[src/rtl/paddle_ctrl_pkg.sv]
// Shared paddle constants, key codes, FSM state type and the playfield clamp helper.
// Pure definitions: no latency, no flow control.
package paddle_ctrl_pkg;

    localparam logic [9:0] P1_X        = 10'd40;
    localparam logic [9:0] P2_X        = 10'd590;
    localparam logic [9:0] PAD_L       = 10'd24;
    localparam logic [9:0] PAD_W       = 10'd4;
    localparam logic [9:0] Y_MIN       = 10'd20;
    localparam logic [9:0] Y_MAX       = 10'd461;
    localparam logic [9:0] Y_CENTER    = 10'd240;
    localparam logic [9:0] AI_DEADBAND = 10'd4;

    localparam logic [3:0] MIN_STEP     = 4'd2;
    localparam logic [3:0] MAX_STEP     = 4'd8;
    localparam logic [3:0] ACCEL_FRAMES = 4'd8;
    localparam logic [3:0] AI_STEP      = 4'd3;

    localparam logic [7:0] KEY_P1_UP = 8'h1A;
    localparam logic [7:0] KEY_P1_DN = 8'h16;
    localparam logic [7:0] KEY_P2_UP = 8'h52;
    localparam logic [7:0] KEY_P2_DN = 8'h51;

    // Paddle centre travel limits so the paddle body never leaves the playfield.
    localparam logic signed [10:0] Y_LO  = $signed({1'b0, Y_MIN}) + $signed({1'b0, PAD_L});
    localparam logic signed [10:0] Y_HI  = $signed({1'b0, Y_MAX}) - $signed({1'b0, PAD_L});
    localparam logic signed [10:0] AI_DB = $signed({1'b0, AI_DEADBAND});

    typedef enum logic [1:0] {
        IDLE,
        MOVE_UP,
        MOVE_DN
    } paddle_state_t;

    function automatic logic [9:0] clamp_y(input logic signed [10:0] y);
        logic [9:0] r;
        if (y < Y_LO) begin
            r = Y_LO[9:0];
        end else if (y > Y_HI) begin
            r = Y_HI[9:0];
        end else begin
            r = y[9:0];
        end
        return r;
    endfunction

endpackage

[src/rtl/paddle_ctrl_axis.sv]
// One paddle's vertical axis: IDLE/MOVE_UP/MOVE_DN FSM, hold-to-accelerate ramp, clamped Y register.
// Command at a frame edge shows on y_o after that edge; recentre overrides any command.
module paddle_ctrl_axis
    import paddle_ctrl_pkg::*;
(
    input  logic       clk_i,
    input  logic       rst_ni,
    input  logic       up_i,
    input  logic       dn_i,
    input  logic       recentre_i,
    input  logic [3:0] max_step_i,
    input  logic       step_ovr_en_i,
    input  logic [3:0] step_ovr_i,
    output logic [9:0] y_o
);

    paddle_state_t     state_q, state_d, want;
    logic [3:0]        speed_q, speed_d;
    logic [3:0]        cnt_q, cnt_d, cnt_inc;
    logic [3:0]        step;
    logic [9:0]        y_q, y_d;
    logic signed [10:0] y_next;

    always_comb begin
        state_d = state_q;
        speed_d = speed_q;
        cnt_d   = cnt_q;
        y_d     = y_q;
        step    = '0;
        cnt_inc = cnt_q + 4'd1;
        y_next  = '0;
        want    = IDLE;

        if (up_i && !dn_i) begin
            want = MOVE_UP;
        end else if (dn_i && !up_i) begin
            want = MOVE_DN;
        end

        if (recentre_i) begin
            state_d = IDLE;
            speed_d = MIN_STEP;
            cnt_d   = '0;
            y_d     = Y_CENTER;
        end else if (want == IDLE) begin
            state_d = IDLE;
            speed_d = MIN_STEP;
            cnt_d   = '0;
        end else begin
            if (state_q == want) begin
                // Move at the speed already earned; the ramp applies from the next frame.
                step = speed_q;
                if (cnt_inc == ACCEL_FRAMES) begin
                    speed_d = (speed_q >= max_step_i) ? max_step_i : speed_q + 4'd1;
                    cnt_d   = '0;
                end else begin
                    cnt_d = cnt_inc;
                end
            end else begin
                state_d = want;
                speed_d = MIN_STEP;
                cnt_d   = 4'd1;
                step    = MIN_STEP;
            end

            if (step_ovr_en_i) begin
                step = step_ovr_i;
            end

            if (want == MOVE_UP) begin
                y_next = $signed({1'b0, y_q}) - $signed({7'b0, step});
            end else begin
                y_next = $signed({1'b0, y_q}) + $signed({7'b0, step});
            end
            y_d = clamp_y(y_next);
        end
    end

    always_ff @(posedge clk_i or negedge rst_ni) begin
        if (!rst_ni) begin
            state_q <= IDLE;
            speed_q <= MIN_STEP;
            cnt_q   <= '0;
            y_q     <= Y_CENTER;
        end else begin
            state_q <= state_d;
            speed_q <= speed_d;
            cnt_q   <= cnt_d;
            y_q     <= y_d;
        end
    end

    assign y_o = y_q;

endmodule

[src/rtl/paddle_ctrl.sv]
// Paddle producer for ball: keycode decode, optional AI tracking for P2, constant X/L/W extents.
// Paddle Y updates one frame_clk edge after the command; no backpressure, resetB recentres both.
module paddle_ctrl
    import paddle_ctrl_pkg::*;
(
    input  logic       frame_clk,
    input  logic       Reset_n,
    input  logic [7:0] keycode,
    input  logic       AI_en,
    input  logic [9:0] BallY,
    input  logic       resetB,
    output logic [9:0] Paddle1X,
    output logic [9:0] Paddle1Y,
    output logic [9:0] Paddle2X,
    output logic [9:0] Paddle2Y,
    output logic [9:0] Paddle1L,
    output logic [9:0] Paddle1W,
    output logic [9:0] Paddle2L,
    output logic [9:0] Paddle2W
);

    logic              p1_up, p1_dn, p2_up, p2_dn;
    logic              ai_up, ai_dn;
    logic signed [10:0] ai_diff, ai_mag;
    logic [10:0]       ai_excess;
    logic [3:0]        ai_step;
    logic [9:0]        p1_y, p2_y;

    assign p1_up = (keycode == KEY_P1_UP);
    assign p1_dn = (keycode == KEY_P1_DN);

    // AI steps only as far as the deadband edge so it settles inside it instead of hunting.
    always_comb begin
        ai_diff   = $signed({1'b0, BallY}) - $signed({1'b0, p2_y});
        ai_up     = (ai_diff < -AI_DB);
        ai_dn     = (ai_diff > AI_DB);
        ai_mag    = ai_up ? -ai_diff : ai_diff;
        ai_excess = '0;
        if (ai_up || ai_dn) begin
            ai_excess = ai_mag - AI_DB;
        end
        ai_step = (ai_excess > {7'b0, AI_STEP}) ? AI_STEP : ai_excess[3:0];
    end

    assign p2_up = AI_en ? ai_up : (keycode == KEY_P2_UP);
    assign p2_dn = AI_en ? ai_dn : (keycode == KEY_P2_DN);

    paddle_ctrl_axis u_p1 (
        .clk_i         (frame_clk),
        .rst_ni        (Reset_n),
        .up_i          (p1_up),
        .dn_i          (p1_dn),
        .recentre_i    (resetB),
        .max_step_i    (MAX_STEP),
        .step_ovr_en_i (1'b0),
        .step_ovr_i    (4'd0),
        .y_o           (p1_y)
    );

    paddle_ctrl_axis u_p2 (
        .clk_i         (frame_clk),
        .rst_ni        (Reset_n),
        .up_i          (p2_up),
        .dn_i          (p2_dn),
        .recentre_i    (resetB),
        .max_step_i    (MAX_STEP),
        .step_ovr_en_i (AI_en),
        .step_ovr_i    (ai_step),
        .y_o           (p2_y)
    );

    assign Paddle1X = P1_X;
    assign Paddle2X = P2_X;
    assign Paddle1Y = p1_y;
    assign Paddle2Y = p2_y;
    assign Paddle1L = PAD_L;
    assign Paddle2L = PAD_L;
    assign Paddle1W = PAD_W;
    assign Paddle2W = PAD_W;

endmodule

[config.mk]
export PLATFORM = sky130hd
export DESIGN_NAME = paddle_ctrl
export DESIGN_NICKNAME = d
export VERILOG_FILES = /design/src/rtl/paddle_ctrl_pkg.sv /design/src/rtl/paddle_ctrl_axis.sv /design/src/rtl/paddle_ctrl.sv
export SDC_FILE = /design/constraint.sdc
export NUM_CORES = 1
export LEC_CHECK = 0
export CORE_AREA = 8 8 140 168
export DETAILED_ROUTE_END_ITERATION = 8
export DIE_AREA = 0 0 148 176
export GPL_TIMING_DRIVEN = 0
export HOLD_SLACK_MARGIN = 0.02
export SYNTH_ARGS = -nofsm -noshare
export SYNTH_HDL_FRONTEND = slang
export SYNTH_SLANG_ARGS = --single-unit
[constraint.sdc]
create_clock -name frame_clk -period 14.8 [get_ports frame_clk]
set_input_delay 1.48 -clock frame_clk [delete_from_list [all_inputs] [get_ports frame_clk]]
set_output_delay 1.48 -clock frame_clk [all_outputs]
set_load 0.005 [all_outputs]
==> impl_metrics.tcl <==
set metrics [dict create \
    tightestPinTransition_ps 849 \
    rr_endpoint "u_p2.y_o[2]" \
    cts.clk_slew.worst_paths_ps 60 \
    drv_cap 0 \
    fin_crit_ps 9110 \
    first_pass_iters 4 \
    endpoint_kind "register" \
    hold_end "u_p1.y_o[5]" \
    grt_max_degree 31 \
    port_buffers 41 \
    synth_area_leaders "dfrtp_1 (15%), ha_1 (12%), buf_4 (9.2%), dfstp_2 (5.4%), a21oi_1 (4.3%)" \
    fin_worst_skew_ps 6.04 \
    min_from "u_p1.y_o[5]" \
    cp_common_cell "ha_1" \
    yosys_most_used_dff "dfrtp_1" \
    area_growth_pct 23.4 \
    grt_use_met3 0.0213 \
    setup_violations 0 \
    die_h_um 176 \
    yosysMostFrequentCell "buf_4" \
    tns_ps 0 \
    synth_seq_area_share 0.207 \
    grt_pass1_vias 4295 \
    avgViaCountPerCell 4.49 \
    synth_top_area_frac 0.153 \
    antenna_left 0 \
    grt_pass1_wl_um 20700 \
    place_ws_ps 5410 \
    fmax_mhz 110 \
    grtUsageTotal 0.0947 \
    rsz0062_at_grt "no" \
    path_class "input pin to register" \
    synth-edff-count 0 \
    synth_area_um2 4900 \
    yosysWarnings 0 \
    reg2reg_depth 30 \
    clk_latency_ps 280 \
    dp_hpwl_um 10300 \
    io_pins 102 \
    hold_path.class "register to register" \
    synth.ff_latch_count 40 \
    gp_congestion 0.853 \
    ir_drop_uv 57.7 \
    diodes 0 \
    rows 58 \
    ctsLongestPathBuffers 2 \
    grt_busiest_layer "met2" \
    initialDrtViolationCount 147 \
    r2r_slack_ps 6880 \
    outcome "completed" \
    synth_common_cells "buf_4 (60), nor2_1 (50), ha_1 (48), inv_1 (48)" \
    root_buffer "clkbuf_16" \
    post-route-period-util 0.616 \
    drive_above_1_share 0.152 \
    gr-total-overflow 0 \
    maxSlewViolCount 0 \
    cts_tree "done" \
    drt_wl_total_um 12500 \
    core_area_um2 20800 \
    layout.nets 795 \
    route.vias.total 4456 \
    netlist_instances 615 \
    route.detailed.drc 0 \
    die_w_um 148 \
    hold_violations 0 \
    worst_r2r_startpoint "u_p2.y_o[0]" \
    hold_depth 2 \
    p_leak_nw 2.77 \
    htree_num_levels 2 \
    powerDensity_nw_per_um2 110 \
    routedWlPerCell_um 12.5 \
    post_cts_buffers 0 \
    ctsHoldBuffers 0 \
    critPathSlowestCell "o41ai_1" \
    postSynth.asyncResetShare 1.00 \
    initial_core_util 0.236 \
    grt_util_met2 0.165 \
    design.die.area_um2 26000 \
    yosys.area.top_type "dfrtp_1" \
    slowest_delay_ps 730 \
    synth_cell_types 73 \
    max_slew_margin 0.427 \
    cts.sinks 40 \
    critPathLaunchType "input pin" \
    required_ps 14970 \
    cts-resized-gates 0 \
    setup_ws_ps 5690 \
    syn_avg_cell_area_um2 7.96 \
    cts_made_buffers 5 \
    crit_arrival_ps 9280 \
    antenna_found_initial 0 \
    met1_usage 0.114 \
    path_max_fanout 10 \
]
==> per-stage QoR <==
step	hold WS (ps)	util	instances	power, W	cell area (µm²)
2_1_floorplan	485	-	673	0.000442	5110
3_3_place_gp	495	0.282	984	0.000536	5860
3_5_place_dp	508	0.283	985	0.000538	5880
4_1_cts	519	0.291	993	0.000667	6040
5_1_grt	556	0.291	993	0.000724	6040
6_report	512	0.291	993	0.000665	6040
==> layer usage <==
layer | share of wire | vias to the layer above
met2 | 0.47 | 126
met1 | 0.44 | 2042
li1 | - | 2274
met3 | 0.071 | 14
met5 | 0 | -
met4 | 0.017 | 0
==> report_power, final <==
part / switching [W] / total [W] / leakage [nW] / internal [W]
clock: 0.0000435 / 0.000123 / 0.0808 / 0.0000793
sequential: 0.0000118 / 0.000132 / 0.520 / 0.000120
combinational: 0.000235 / 0.000410 / 2.17 / 0.000175
==> logic make-up after synthesis <==
| group | synth area share |
|---|---|
| flip-flops | 0.207 |
| XOR/XNOR | 0.0572 |
| adder cells (fa/ha/maj) | 0.135 |
| multiplexers | 0.00818 |
| AND/OR/NAND/NOR | 0.224 |
| other | 0.00153 |
| AO/OA/AOI/OAI | 0.220 |
| buffers and inverters | 0.147 |
==> worst max-delay path, delay by kind of cell <==
family                   cells  cell delay [ps]
XOR/XNOR                     2              470
AO/OA/AOI/OAI               11             3180
adder cells (fa/ha/maj)      5             1390
buffers and inverters        4              840
AND/OR/NAND/NOR             10             1920
==> registers in the layout, indices dropped and copies added, names as in the netlist <==
signal and flops:
u_p1.cnt_q 4, u_p2.speed_q 4, u_p1.y_o 10, u_p2.y_o 10
u_p1.speed_q 4, u_p2.cnt_q 4, u_p1.state_q 2, u_p2.state_q 2
==> layout make-up <==
| class | count | area, µm² |
|---|---|---|
| clock inverter | 2 | 35.0 |
| inverter | 49 | 184 |
| sequential | 40 | 1010 |
| timing repair buffer | 42 | 425 |
| multi-input combinational | 507 | 3380 |
| fill | 2220 | 14700 |
| buffer | 77 | 536 |
| clock buffer | 6 | 129 |
| tap | 270 | 338 |
==> worst max-delay path by stage <==
stage | from | slack, ps | to
CTS | BallY[0] | 5660 | u_p2.y_o[2]
global route | BallY[0] | 5130 | u_p2.y_o[2]
global placement | BallY[0] | 5520 | u_p2.y_o[2]
floorplan | BallY[0] | 7060 | u_p2.y_o[2]
detailed placement | BallY[0] | 5410 | u_p2.y_o[2]
finish | BallY[0] | 5690 | u_p2.y_o[2]
==> cell usage in the layout, fill, tap and decap left out, types with 4 or more instances in the layout <==
cell / synthesis / routed
nor3_1: 14 / 14
or3_1: 10 / 10
o21a_1: 7 / 7
clkbuf_16: 0 / 5
dfstp_2: 10 / 10
xnor2_1: 19 / 19
nor4_1: 7 / 7
buf_4: 60 / 60
o21ai_0: 30 / 30
and3_1: 6 / 6
clkbuf_1: 10 / 11
nand3_1: 15 / 15
a21o_1: 9 / 9
nor3b_1: 9 / 9
or2_2: 6 / 6
a21boi_0: 7 / 7
nor2_1: 50 / 50
inv_1: 48 / 48
nand3b_1: 5 / 5
a221oi_1: 4 / 4
ha_1: 48 / 48
a221o_1: 4 / 4
o31ai_1: 4 / 4
xor2_1: 13 / 13
a21oi_1: 42 / 42
a211o_1: 4 / 4
nand2b_1: 8 / 8
buf_2: 5 / 6
nor2b_1: 11 / 11
dfrtp_1: 30 / 30
conb_1: 2 / 60
and2_1: 4 / 4
nand2_1: 42 / 42
nand4_1: 4 / 4
clkdlybuf4s50_1: 0 / 40
mux2i_1: 4 / 4
No activity file was read; power rests on OpenSTA's default activity.
